### config.mk
export PLATFORM = sky130hd
export DESIGN_NAME = pipeline_debug_unit_flat
export DESIGN_NICKNAME = d
export VERILOG_FILES = /design/src/rtl/pipeline_debug_pkg.sv /design/src/rtl/pipeline_debug_unit_if.sv /design/src/rtl/pipeline_debug_unit_serializer.sv /design/src/rtl/pipeline_debug_unit.sv /design/src/flat_wrapper.sv
export SDC_FILE = /design/constraint.sdc
export NUM_CORES = 1
export LEC_CHECK = 0
export ABC_AREA = 1
export CELL_PAD_IN_SITES_DETAIL_PLACEMENT = 0
export CELL_PAD_IN_SITES_GLOBAL_PLACEMENT = 1
export CORE_MARGIN = 3
export CORE_UTILIZATION = 40
export DETAILED_ROUTE_END_ITERATION = 8
export PLACE_DENSITY_LB_ADDON = 0.05
export SETUP_SLACK_MARGIN = 0.02
export SLEW_MARGIN = 40
export SYNTH_ARGS = -nofsm -noshare
export SYNTH_HDL_FRONTEND = slang
export SYNTH_SLANG_ARGS = --single-unit
### constraint.sdc
create_clock -name clk -period 4.75 [get_ports clk]
set_input_delay 1.425 -clock clk [delete_from_list [all_inputs] [get_ports clk]]
set_output_delay 1.425 -clock clk [all_outputs]
set_load 0.05 [all_outputs]
### src/rtl/pipeline_debug_pkg.sv
// Shared command codes, FSM state encoding and frame sizing for the pipeline debug unit.
package pipeline_debug_pkg;

    localparam logic [7:0] CMD_RUN  = 8'h72;
    localparam logic [7:0] CMD_HALT = 8'h68;
    localparam logic [7:0] CMD_STEP = 8'h73;
    localparam logic [7:0] CMD_DUMP = 8'h64;

    typedef enum logic [1:0] {
        IDLE,
        STEP,
        CAPTURE,
        SEND
    } state_t;

    // Frame is the debug words followed by one word of cycle count.
    function automatic int unsigned snap_bytes(input int unsigned num_words);
        return 4 * (num_words + 1);
    endfunction

endpackage

### src/rtl/pipeline_debug_unit_if.sv
// UART-side byte links of the debug unit: command bytes in, snapshot bytes out.
interface pipeline_debug_unit_if;

    logic [7:0] rx_data;
    logic       rx_valid;
    logic [7:0] tx_data;
    logic       tx_valid;
    logic       tx_ready;

    modport master (
        input  rx_data,
        input  rx_valid,
        output tx_data,
        output tx_valid,
        input  tx_ready
    );

    modport slave (
        output rx_data,
        output rx_valid,
        input  tx_data,
        input  tx_valid,
        output tx_ready
    );

endinterface

### src/rtl/pipeline_debug_unit_serializer.sv
// Shadow register plus byte pointer; streams the latched frame LSB-first over valid/ready.
module debug_byte_serializer #(
    parameter int unsigned NUM_BYTES = 36
) (
    input  logic                   clk,
    input  logic                   reset,
    input  logic                   load,
    input  logic                   start,
    input  logic [8*NUM_BYTES-1:0] data,
    input  logic                   tx_ready,
    output logic [7:0]             tx_data,
    output logic                   tx_valid,
    output logic                   done
);

    localparam int unsigned IDX_W = $clog2(NUM_BYTES);
    localparam logic [IDX_W-1:0] LAST_IDX = IDX_W'(NUM_BYTES - 1);

    logic [8*NUM_BYTES-1:0] shadow;
    logic [IDX_W-1:0]       byte_idx;
    logic [IDX_W-1:0]       next_idx;
    logic                   accept;

    assign accept   = tx_valid && tx_ready;
    assign done     = accept && (byte_idx == LAST_IDX);
    assign next_idx = byte_idx + 1'b1;

    always_ff @(posedge clk) begin
        if (reset) begin
            shadow   <= '0;
            byte_idx <= '0;
            tx_valid <= 1'b0;
            tx_data  <= '0;
        end else begin
            if (load) begin
                shadow   <= data;
                byte_idx <= '0;
            end
            // Byte 0 comes straight from the incoming data so it is valid on the load edge.
            if (start) begin
                tx_valid <= 1'b1;
                tx_data  <= load ? data[7:0] : shadow[7:0];
            end else if (accept) begin
                if (done) begin
                    tx_valid <= 1'b0;
                end else begin
                    byte_idx <= next_idx;
                    tx_data  <= shadow[8*next_idx +: 8];
                end
            end
        end
    end

endmodule

### src/rtl/pipeline_debug_unit.sv
// Host-side debug controller: run/halt/step gating of the pipeline clock enable and snapshot dump.
module pipeline_debug_unit
    import pipeline_debug_pkg::*;
#(
    parameter int unsigned NUM_WORDS = 8
) (
    input  logic                   clk,
    input  logic                   reset,
    pipeline_debug_unit_if.master  host,
    input  logic [32*NUM_WORDS-1:0] snap_words,
    output logic                   pipe_enable,
    output logic                   busy,
    output logic [31:0]            cycle_count
);

    localparam int unsigned NUM_BYTES = snap_bytes(NUM_WORDS);

    state_t state, state_n;
    logic   run_mode, run_mode_n;
    logic   load;
    logic   done;

    always_comb begin
        state_n    = state;
        run_mode_n = run_mode;
        load       = 1'b0;
        case (state)
            IDLE: begin
                if (host.rx_valid) begin
                    if (!run_mode) begin
                        case (host.rx_data)
                            CMD_RUN:  run_mode_n = 1'b1;
                            CMD_STEP: state_n    = STEP;
                            CMD_DUMP: state_n    = CAPTURE;
                            default:  ;
                        endcase
                    end else if (host.rx_data == CMD_HALT) begin
                        run_mode_n = 1'b0;
                        state_n    = CAPTURE;
                    end
                end
            end
            STEP:    state_n = CAPTURE;
            CAPTURE: begin
                load    = 1'b1;
                state_n = SEND;
            end
            SEND:    if (done) state_n = IDLE;
            default: state_n = IDLE;
        endcase
    end

    always_ff @(posedge clk) begin
        if (reset) begin
            state       <= IDLE;
            run_mode    <= 1'b0;
            pipe_enable <= 1'b0;
            busy        <= 1'b0;
            cycle_count <= '0;
        end else begin
            state       <= state_n;
            run_mode    <= run_mode_n;
            // Enable is derived from next state so it is never high during CAPTURE or SEND.
            pipe_enable <= (state_n == STEP) || run_mode_n;
            busy        <= (state_n != IDLE);
            if (pipe_enable) cycle_count <= cycle_count + 32'd1;
        end
    end

    debug_byte_serializer #(
        .NUM_BYTES (NUM_BYTES)
    ) u_serializer (
        .clk      (clk),
        .reset    (reset),
        .load     (load),
        .start    (load),
        .data     ({cycle_count, snap_words}),
        .tx_ready (host.tx_ready),
        .tx_data  (host.tx_data),
        .tx_valid (host.tx_valid),
        .done     (done)
    );

endmodule
### src/flat_wrapper.sv
// flat-port wrapper written by rule: the top's interface ports become plain ports
module pipeline_debug_unit_flat import pipeline_debug_pkg::*;
#(
    parameter int unsigned NUM_WORDS = 8
)
  (clk, reset, snap_words, pipe_enable, busy, cycle_count, host_rx_data, host_rx_valid, host_tx_data, host_tx_valid, host_tx_ready);
  pipeline_debug_unit_if host_i ();
  input  logic clk;
  input  logic reset;
  input  logic [32*NUM_WORDS-1:0] snap_words;
  output logic pipe_enable;
  output logic busy;
  output logic [31:0] cycle_count;
  input wire logic [$bits(host_i.rx_data)-1:0] host_rx_data;
  input wire logic [$bits(host_i.rx_valid)-1:0] host_rx_valid;
  output wire logic [$bits(host_i.tx_data)-1:0] host_tx_data;
  output wire logic [$bits(host_i.tx_valid)-1:0] host_tx_valid;
  input wire logic [$bits(host_i.tx_ready)-1:0] host_tx_ready;
  assign host_i.rx_data = host_rx_data;
  assign host_i.rx_valid = host_rx_valid;
  assign host_tx_data = host_i.tx_data;
  assign host_tx_valid = host_i.tx_valid;
  assign host_i.tx_ready = host_tx_ready;
  pipeline_debug_unit #(.NUM_WORDS(NUM_WORDS)) u_core (.clk(clk), .reset(reset), .host(host_i), .snap_words(snap_words), .pipe_enable(pipe_enable), .busy(busy), .cycle_count(cycle_count));
endmodule
==> results of run 1 <==
-- cell type report --
type / instances / area, um2 / area share
multi-input cells: 1465 / 6990 / 0.349
well taps: 511 / 639 / 0.0319
flip-flops and latches: 340 / 6810 / 0.340
clock inverters: 5 / 28.8 / 0.00144
inverters: 272 / 1040 / 0.0520
clock buffers: 63 / 1210 / 0.0602
repair buffers: 324 / 3310 / 0.165
-- where the power goes --
| group | internal, W | switching (W) | leakage [nW] |
|---|---|---|---|
| registers | 0.00364 | 0.000314 | 2.76 |
| clock network | 0.00173 | 0.00118 | 0.613 |
| logic | 0.00111 | 0.00225 | 4.37 |
-- worst paths after layout --
check                                   from                              to  slack [ns]
max                       u_core.pipe_enable                     pipe_enable        1.28
min           u_core.u_serializer.shadow[78]  u_core.u_serializer.shadow[78]        0.45
max reg2reg  u_core.u_serializer.byte_idx[0]  u_core.u_serializer.tx_data[7]        1.64
min reg2reg   u_core.u_serializer.shadow[78]  u_core.u_serializer.shadow[78]        0.45
-- cells by family (layout without fill, tap and decap cells) --
kind of cell,after synthesis,in the layout,synth area share
AO/OA/AOI/OAI,653,653,0.222
XOR/XNOR,14,14,0.00912
adder cells (fa/ha/maj),2,2,0.00161
buffers and inverters,430,664,0.111
flip-flops,340,340,0.439
AND/OR/NAND/NOR,796,796,0.218
-- flip-flops by register name (all words and copies together), names as in the netlist --
register / flops
u_core.busy: 1
u_core.cycle_count: 32
u_core.pipe_enable: 1
u_core.run_mode: 1
u_core.state: 2
u_core.u_serializer.byte_idx: 6
u_core.u_serializer.shadow: 288
u_core.u_serializer.tx_data: 8
u_core.u_serializer.tx_valid: 1
-- routing by layer --
| metal | global-route usage | vias to the layer above |
|---|---|---|
| met5 | 0 | - |
| met4 | 0.0502 | 4 |
| met3 | 0.0380 | 59 |
| met2 | 0.412 | 433 |
| met1 | 0.343 | 7200 |
| li1 | - | 7715 |
-- synth_stat cells (2+ instances only) --
master | instances | share of area
a31oi_1 | 2 | 0.00081
xnor2_1 | 4 | 0.0023
o21ai_1 | 7 | 0.0023
inv_2 | 8 | 0.0019
nor3_1 | 17 | 0.0055
ha_1 | 2 | 0.0016
nor4_1 | 4 | 0.0016
clkbuf_1 | 102 | 0.025
buf_6 | 3 | 0.0022
nand2_1 | 369 | 0.089
dfxtp_1 | 340 | 0.44
o211ai_1 | 43 | 0.021
buf_1 | 4 | 0.00097
nand2_2 | 7 | 0.0028
o22ai_1 | 7 | 0.0028
a21oi_1 | 256 | 0.083
a21oi_2 | 8 | 0.0045
buf_2 | 43 | 0.014
buf_4 | 6 | 0.0029
nand4_1 | 16 | 0.0065
a211oi_1 | 4 | 0.0019
o21ai_0 | 323 | 0.10
nand3_1 | 169 | 0.055
inv_1 | 263 | 0.064
xor2_1 | 9 | 0.0051
nor2_1 | 199 | 0.048
nor2_4 | 7 | 0.0051
nor3_2 | 3 | 0.0019
nor2_2 | 3 | 0.0012
-- per-stage QoR --
stage               utilization  instance area, um2  total power (W)  std cells
global placement          0.495               18800          0.00733       2911
global route              0.528               20000           0.0109       2980
detailed placement        0.495               18800          0.00736       2911
floorplan                     -               15500          0.00623       2235
CTS                       0.527               20000           0.0103       2979
finish                    0.528               20000           0.0102       2980
==> results.py, run 1 <==
metrics = {
    "clock_tree": {
        "cts.sinks": 340,
        "path_clk_slew_ns": 0.06,
        "clockBufferDepth": 3,
        "cts_tree": "yes",
        "cts_resized": 0,
        "clk_latency_ns": 0.52,
        "cts_setup_buffers": 0,
        "clock-root-buffer": "clkbuf_16",
        "h-tree-depth": 2,
        "cts-buffers-inserted": 39,
        "hold_buffers": 0,
    },
    "drt": {
        "wl_um": 53000,
        "drt_iter0_drc": 1191,
        "wl_met2_um": 24600,
        "dr_wl_met3_um": 3080,
        "drc": 0,
        "firstDrtPassIters": 7,
        "ant_nets": 0,
        "wl_met1_um": 24400,
        "top_layer": "met5",
        "viasPerCell": 5.17,
        "detail_route.wl_per_cell_um": 17.8,
        "via_count": 15400,
    },
    "die": {
        "io-pin-count": 311,
        "core_um2": 37900,
        "die-area_um2": 41200,
        "initial_core_util": 0.409,
        "row_count": 71,
        "dieHeight_um": 203,
        "die_w_um": 203,
    },
    "worst_setup_path": {
        "path_class": "flip-flop to output pin",
        "crit_buf_inv": 1,
        "crit_slowest_cell": "clkdlybuf4s50_1",
        "critical_path_depth": 1,
        "critical_path_required_ns": 3.32,
        "cp_cell_sequence": "clkdlybuf4s50_1",
        "rr_worst_depth": 13,
        "critPathTopFamily": "buffers and inverters",
        "slowest_delay_ns": 0.90,
        "cp_data_arrival_time_ns": 2.05,
        "critPathCaptureType": "output pin",
        "cp-start-kind": "flip-flop",
        "crit_fanout": 10,
    },
    "synthesis": {
        "netlist_instances": 2235,
        "ys_types": 36,
        "syn_nets": 2505,
        "syn-cell-area_um2": 15500,
        "synth_seq_area_share": 0.439,
        "async_reset_ff_frac": 0,
        "synth_ff_type": "dfxtp_1",
        "yosysWarnings": 0,
        "avgSynthCellArea_um2": 6.94,
        "ys_ff_latch": 340,
        "synth_edf_count": 0,
    },
    "timing": {
        "tns_ns": 0,
        "period_minus_slack_ns": 3.47,
        "fin_skew_ns": 0.0150,
        "finalSetupViolCount": 0,
        "rsz0062_at_grt": "no",
        "hold_viol": 0,
        "max_slew_margin": 0.476,
        "post-route-period-util": 0.732,
        "fmax_mhz": 288,
        "worstMarginPinSlew_ns": 0.786,
        "drv_slew": 0,
        "finalWorstSetupSlack_ns": 1.28,
        "hold_slack_ns": 0.445,
    },
    "grt": {
        "grt_pass1_wl_um": 82500,
        "antenna_found_initial": 2,
        "grt-ovfl-total": 0,
        "grt_max_degree": 187,
        "grt_pass1_vias": 14700,
        "grtUsageTotal": 0.247,
    },
    "worst_hold_path": {
        "hold_depth": 2,
        "min_path_type": "flip-flop to flip-flop",
    },
    "cells_and_area": {
        "layout_common_cells": "nand2_1 (369), dfxtp_1 (339), o21ai_0 (323)",
        "areaGrowthSynthToFinish_pct": 29.1,
        "num-fill-cells": 3819,
        "final_common_cell": "nand2_1",
        "n_antenna_cell": 0,
        "fin_nets": 2712,
        "drive_gt1_frac": 0.0474,
    },
    "placed_design": {
        "place.gp.congestion": 0.853,
        "io_buffers": 310,
        "hpwl_um": 36700,
        "preCtsSetupSlack_ns": 1.51,
    },
    "power_and_ir_drop": {
        "ir_drop_uv": 390,
        "power_density_nw_per_um2": 510,
        "leakage_nw": 7.75,
    },
    "outcome": {
        "status": "complete, no violations",
    },
    "run": {
        "cap_violations": 0,
    },
}
No activity file was read; power rests on OpenSTA's default activity.
==> inputs of run 2 (changes only) <==
- CORE_UTILIZATION: 40 -> 37
- clock period: 4.75 -> 3.35 ns (I/O delays scaled with it)
==> results.py, run 2 (synthesized netlist as in run 1, its figures left out) <==
metrics = {
    "outcome": {
        "status": "complete, no violations",
    },
    "worst_setup_path": {
        "r2r_end": "u_core.u_serializer.tx_data[7]",
        "critPathCaptureType": "output pin",
        "cp_cell_sequence": "clkdlybuf4s50_1",
        "cp_data_arrival_time_ns": 1.95,
        "slowest_delay_ns": 0.88,
        "critPathTopFamily": "buffers and inverters",
        "crit_slowest_cell": "clkdlybuf4s50_1",
        "cp-start-kind": "flip-flop",
        "critical_path_required_ns": 2.34,
        "path_class": "flip-flop to output pin",
        "crit_start": "u_core.cycle_count[22]",
        "crit_fanout": 6,
        "rr_worst_depth": 13,
        "crit_buf_inv": 1,
        "setup.reg_to_reg.worst_slack_ns": 0.80,
        "r2r-start": "u_core.u_serializer.byte_idx[0]",
    },
    "die": {
        "io-pin-count": 311,
        "row_count": 74,
        "die_w_um": 211,
        "initial_core_util": 0.377,
        "core_um2": 41100,
        "dieHeight_um": 211,
        "die-area_um2": 44400,
    },
    "grt": {
        "grtUsageTotal": 0.230,
        "busiest_layer": "met2",
        "grt-ovfl-total": 0,
        "gr-usage-met2": 0.376,
        "use_met3": 0.0355,
        "grt_max_degree": 143,
        "grt_pass1_wl_um": 81000,
        "antenna_found_initial": 3,
        "grt_pass1_vias": 14600,
        "use_met1": 0.318,
    },
    "timing": {
        "period_minus_slack_ns": 2.95,
        "rsz0062_at_grt": "no",
        "max_slew_margin": 0.468,
        "tns_ns": 0,
        "finalWorstSetupSlack_ns": 0.398,
        "fin_skew_ns": 0.00982,
        "hold_viol": 0,
        "post-route-period-util": 0.881,
        "worstMarginPinSlew_ns": 0.798,
        "drv_slew": 0,
        "finalSetupViolCount": 0,
        "fmax_mhz": 339,
    },
    "run": {
        "cap_violations": 0,
    },
    "cells_and_area": {
        "layout_common_cells": "nand2_1 (369), dfxtp_1 (339), o21ai_0 (323)",
        "top_register": "u_core.u_serializer.shadow",
        "seq_area_um2": 6810,
        "areaGrowthSynthToFinish_pct": 30.8,
        "largestRegisters": "u_core.u_serializer.shadow (288), u_core.cycle_count (32), u_core.u_serializer.tx_data (8)",
        "n_antenna_cell": 0,
        "num-fill-cells": 4207,
        "drive_gt1_frac": 0.0547,
        "largest_reg_flops": 288,
        "multiInputGateArea_um2": 7000,
        "final_common_cell": "nand2_1",
        "fin_nets": 2729,
    },
    "clock_tree": {
        "cts-buffers-inserted": 40,
        "cts_resized": 0,
        "clockBufferDepth": 3,
        "path_clk_slew_ns": 0.06,
        "h-tree-depth": 2,
        "cts.sinks": 340,
        "cts_tree": "yes",
        "clk_latency_ns": 0.54,
        "hold_buffers": 0,
        "clock-root-buffer": "clkbuf_16",
        "cts_setup_buffers": 0,
    },
    "worst_hold_path": {
        "hold_depth": 2,
        "hp-start": "u_core.u_serializer.shadow[78]",
        "holdPathEnd": "u_core.u_serializer.shadow[78]",
        "min_path_type": "flip-flop to flip-flop",
    },
    "power_and_ir_drop": {
        "fin_total_pwr_w": 0.0148,
        "ir_drop_uv": 507,
        "leakage_nw": 7.86,
        "power_density_nw_per_um2": 729,
    },
    "drt": {
        "ant_nets": 0,
        "via_count": 15200,
        "wl_um": 52800,
        "drt_iter0_drc": 1114,
        "drc": 0,
        "detail_route.wl_per_cell_um": 17.5,
        "firstDrtPassIters": 5,
        "viasPerCell": 5.04,
    },
    "placed_design": {
        "hpwl_um": 36100,
        "preCtsSetupSlack_ns": 0.612,
        "place.gp.congestion": 0.854,
        "io_buffers": 310,
    },
}
[run 2: cell types whose count changed in the layout (fill, tap and decap cells not counted), moves of 2 or more]
cell | previous run | this run
bufinv_16 | 0 | 3
buf_4 | 4 | 19
clkbuf_16 | 39 | 41
clkinv_2 | 5 | 7
clkbuf_8 | 14 | 10
buf_12 | 7 | 10
clkbuf_1 | 10 | 7
[run 2: tightest hold or removal path, stage by stage, from the launching register on]
cell and delay (ns):
dfxtp_1 0.31, inv_1 0.05, a21oi_1 0.05
[run 2: worst max-delay path by stage]
stage	cells after the start	end
global placement	5	u_core.u_serializer.shadow[12]
CTS	1	cycle_count[22]
global route	1	cycle_count[17]
detailed placement	5	u_core.u_serializer.shadow[12]
finish	1	cycle_count[22]
floorplan	14	u_core.cycle_count[30]
[run 2: area by class of cell]
| cell class | count | share of cell area |
|---|---|---|
| Clock inverter | 10 | 0.00629 |
| Multi-Input combinational cell | 1465 | 0.345 |
| Sequential cell | 340 | 0.336 |
| Inverter | 272 | 0.0511 |
| Timing Repair Buffer | 340 | 0.170 |
| Clock buffer | 58 | 0.0587 |
| Tap cell | 532 | 0.0328 |
[run 2: where the power goes]
| part | total [W] | leakage (nW) | switching, W | internal (W) |
|---|---|---|---|---|
| registers | 0.00556 | 2.76 | 0.000393 | 0.00517 |
| clock network | 0.00441 | 0.651 | 0.00173 | 0.00268 |
| logic | 0.00482 | 4.45 | 0.00316 | 0.00165 |
| total | 0.0148 | 7.86 | 0.00529 | 0.00950 |
[run 2: per-layer routing]
| metal | vias to the layer above | routed length (um) |
|---|---|---|
| met1 | 6989 | 24500 |
| met5 | - | 29 |
| met3 | 80 | 2900 |
| met2 | 388 | 24300 |
| met4 | 6 | 1170 |
| li1 | 7754 | - |
[run 2: per-stage QoR]
| stage | hold slack [ns] | cell area (um2) | utilization | instances |
|---|---|---|---|---|
| floorplan | 0.424 | 15500 | - | 2235 |
| global route | 0.463 | 20300 | 0.493 | 3017 |
| finish | 0.447 | 20300 | 0.493 | 3017 |
| global placement | 0.431 | 18900 | 0.461 | 2948 |
| detailed placement | 0.440 | 18900 | 0.461 | 2948 |
| CTS | 0.448 | 20300 | 0.493 | 3016 |
==> inputs of run 3 (changes only) <==
- ABC_AREA: 1 -> not set
- CORE_UTILIZATION: 37 -> 38
==> results.py, run 3 <==
metrics = {
    "cells_and_area": {
        "areaGrowthSynthToFinish_pct": 31.4,
        "top_register": "u_core.u_serializer.shadow",
        "final_area_um2": 21000,
        "layout_common_cells": "nand2_1 (591), dfxtp_1 (339), clkdlybuf4s50_1 (309)",
        "largestRegisters": "u_core.u_serializer.shadow (288), u_core.cycle_count (32), u_core.u_serializer.tx_data (8)",
        "largest_reg_flops": 288,
        "final_cells": 2777,
        "final_common_cell": "nand2_1",
        "drive_gt1_frac": 0.0927,
        "fin_nets": 2485,
        "n_antenna_cell": 0,
    },
    "drt": {
        "wl_met1_um": 24800,
        "detail_route.wl_per_cell_um": 19.0,
        "ant_nets": 0,
        "dr_wl_met3_um": 2400,
        "firstDrtPassIters": 5,
        "viasPerCell": 5.26,
        "top_layer": "met5",
        "via_count": 14600,
        "wl_um": 52800,
        "drc": 0,
        "drt_iter0_drc": 1055,
        "wl_met2_um": 24700,
    },
    "worst_setup_path": {
        "cp_data_arrival_time_ns": 1.98,
        "setup.reg_to_reg.worst_slack_ns": 0.49,
        "critPathCaptureType": "output pin",
        "critical_path_required_ns": 2.34,
        "cp_cell_sequence": "clkdlybuf4s50_1",
        "slowest_delay_ns": 0.88,
        "crit_buf_inv": 1,
        "crit_fanout": 6,
        "path_class": "flip-flop to output pin",
        "critPathTopFamily": "buffers and inverters",
        "cp-start-kind": "flip-flop",
        "crit_slowest_cell": "clkdlybuf4s50_1",
    },
    "clock_tree": {
        "path_clk_slew_ns": 0.06,
        "clockBufferDepth": 3,
        "hold_buffers": 0,
        "clock-root-buffer": "clkbuf_16",
        "cts.sinks": 340,
        "h-tree-depth": 2,
        "cts-buffers-inserted": 40,
        "clk_latency_ns": 0.56,
        "cts_tree": "yes",
        "cts_resized": 0,
    },
    "synthesis": {
        "syn_nets": 2264,
        "synth.most_common_cell": "nand2_1",
        "ys_ff_latch": 340,
        "syn-cell-area_um2": 16000,
        "synth_edf_count": 0,
        "synthTopCellsByCount": "nand2_1 (591), dfxtp_1 (340), a21oi_1 (300), clkbuf_1 (126), nor3b_1 (98)",
        "yosysTopAreaCellShare": 0.425,
        "synth_top_area_cell": "dfxtp_1",
        "async_reset_ff_frac": 0,
        "synth_ff_type": "dfxtp_1",
        "synth_seq_area_share": 0.425,
        "netlist_instances": 1994,
        "yosysWarnings": 0,
        "avgSynthCellArea_um2": 8.03,
        "ys_top_cells_by_area": "dfxtp_1 (42%), nand2_1 (14%), a21oi_1 (9.4%), nor3b_1 (4.6%), mux2_2 (4.2%)",
        "ys_types": 59,
    },
    "grt": {
        "grt_max_degree": 225,
        "grt_pass1_wl_um": 81000,
        "grtUsageTotal": 0.230,
        "grt_pass1_vias": 14200,
        "grt-ovfl-total": 0,
        "antenna_found_initial": 1,
    },
    "power_and_ir_drop": {
        "p_sw_frac": 0.217,
        "internal_power_w": 0.00724,
        "leakage_nw": 7.05,
        "power_density_nw_per_um2": 439,
        "ir_drop_uv": 260,
        "netSwitchingPower_w": 0.00200,
        "p_clk_frac": 0.502,
        "seq_power_share": 0.441,
        "combPwrFrac": 0.057,
    },
    "timing": {
        "tns_ns": 0,
        "rsz0062_at_grt": "no",
        "worstMarginPinSlew_ns": 0.851,
        "hold_slack_ns": 0.449,
        "drv_slew": 0,
        "period_minus_slack_ns": 2.99,
        "post-route-period-util": 0.892,
        "fin_skew_ns": 0.00897,
        "finalSetupViolCount": 0,
        "max_slew_margin": 0.433,
        "hold_viol": 0,
        "fmax_mhz": 335,
    },
    "placed_design": {
        "hpwl_um": 37100,
        "place.gp.congestion": 0.857,
        "placed_cells_incl_taps": 2700,
        "io_buffers": 310,
        "placed_area_um2": 19600,
    },
    "run": {
        "cap_violations": 0,
    },
    "die": {
        "io-pin-count": 311,
        "core_um2": 41200,
        "row_count": 74,
        "initial_core_util": 0.389,
        "dieHeight_um": 211,
        "die-area_um2": 44700,
        "die_w_um": 211,
    },
    "outcome": {
        "status": "complete, no violations",
    },
    "worst_hold_path": {
        "min_path_type": "flip-flop to flip-flop",
    },
}
run 3: cell types whose count changed in the layout (fill, tap and decap cells not counted), sizes merged, moves of 98 or more:
| cell | delta |
|---|---|
| nor3b | +98 |
| inv | -252 |
| nand3 | -153 |
| nor2 | -159 |
| nand2 | +215 |
| o21ai | -314 |
run 3: kinds of logic (layout without fill, tap and decap cells):
kind of cell               count (synthesis)  after routing  synth area share
AOI/OAI and AO/OA                        373            373             0.128
xor gates and xnor gates                  29             29            0.0163
adders and majority gates                  2              2           0.00156
buffers and inverters                    187            438            0.0483
DFF                                      340            340             0.425
muxes                                    131            131             0.106
and+or+nand+nor                          932            932             0.275
run 3: tightest hold or removal path: cells and delay by family, from the launching register on:
family          cells  cell delay (ns)
flops               1             0.30
simple gates        1             0.05
compound gates      1             0.05
run 3: layer usage:
metal,GRT usage,vias up
met5,0,-
met4,0.0503,2
met3,0.0461,61
met2,0.372,283
met1,0.319,6984
li1,-,7274
run 3: final timing paths:
path | start | cells past startpoint | end
worst max-delay path | u_core.cycle_count[18] | 1 | cycle_count[18]
worst min-delay path | u_core.u_serializer.shadow[183] | 2 | u_core.u_serializer.shadow[183]
worst max register to register | u_core.u_serializer.byte_idx[1] | 9 | u_core.u_serializer.tx_data[1]
worst min register to register | u_core.u_serializer.shadow[183] | 2 | u_core.u_serializer.shadow[183]
run 3: timing repair:
item | CTS | global route
endpoints found under the hold margin | 0 | 0
endpoints found under the setup margin | 0 | 1
setup buffers | 0 | 3
run 3: final cells by class:
class	count	area [um2]
clock buffer	59	1220
tap	532	666
fill	4018	20200
clock inverter	13	183
sequential	340	6810
timing repair buffer	351	3610
inverter	15	56.3
multi-input combinational	1467	8490
run 3: stage by stage:
stage | utilization | worst slack, ns | total power, W
2_1_floorplan | - | 1.22 | 0.00430
3_3_place_gp | 0.474 | 0.316 | 0.00469
3_5_place_dp | 0.475 | 0.205 | 0.00469
4_1_cts | 0.509 | 0.185 | 0.00934
5_1_grt | 0.511 | 0.203 | 0.00956
6_report | 0.511 | 0.362 | 0.00924
run 3: power by group through the flow:
stage	Clock [W]	Combinational (W)	Sequential (W)
after floorplan	0	0.000133	0.00417
after global placement	0	0.000527	0.00416
after detailed placement	0	0.000527	0.00416
after CTS	0.00474	0.000531	0.00407
after global routing	0.00492	0.000568	0.00407
final	0.00463	0.000531	0.00408
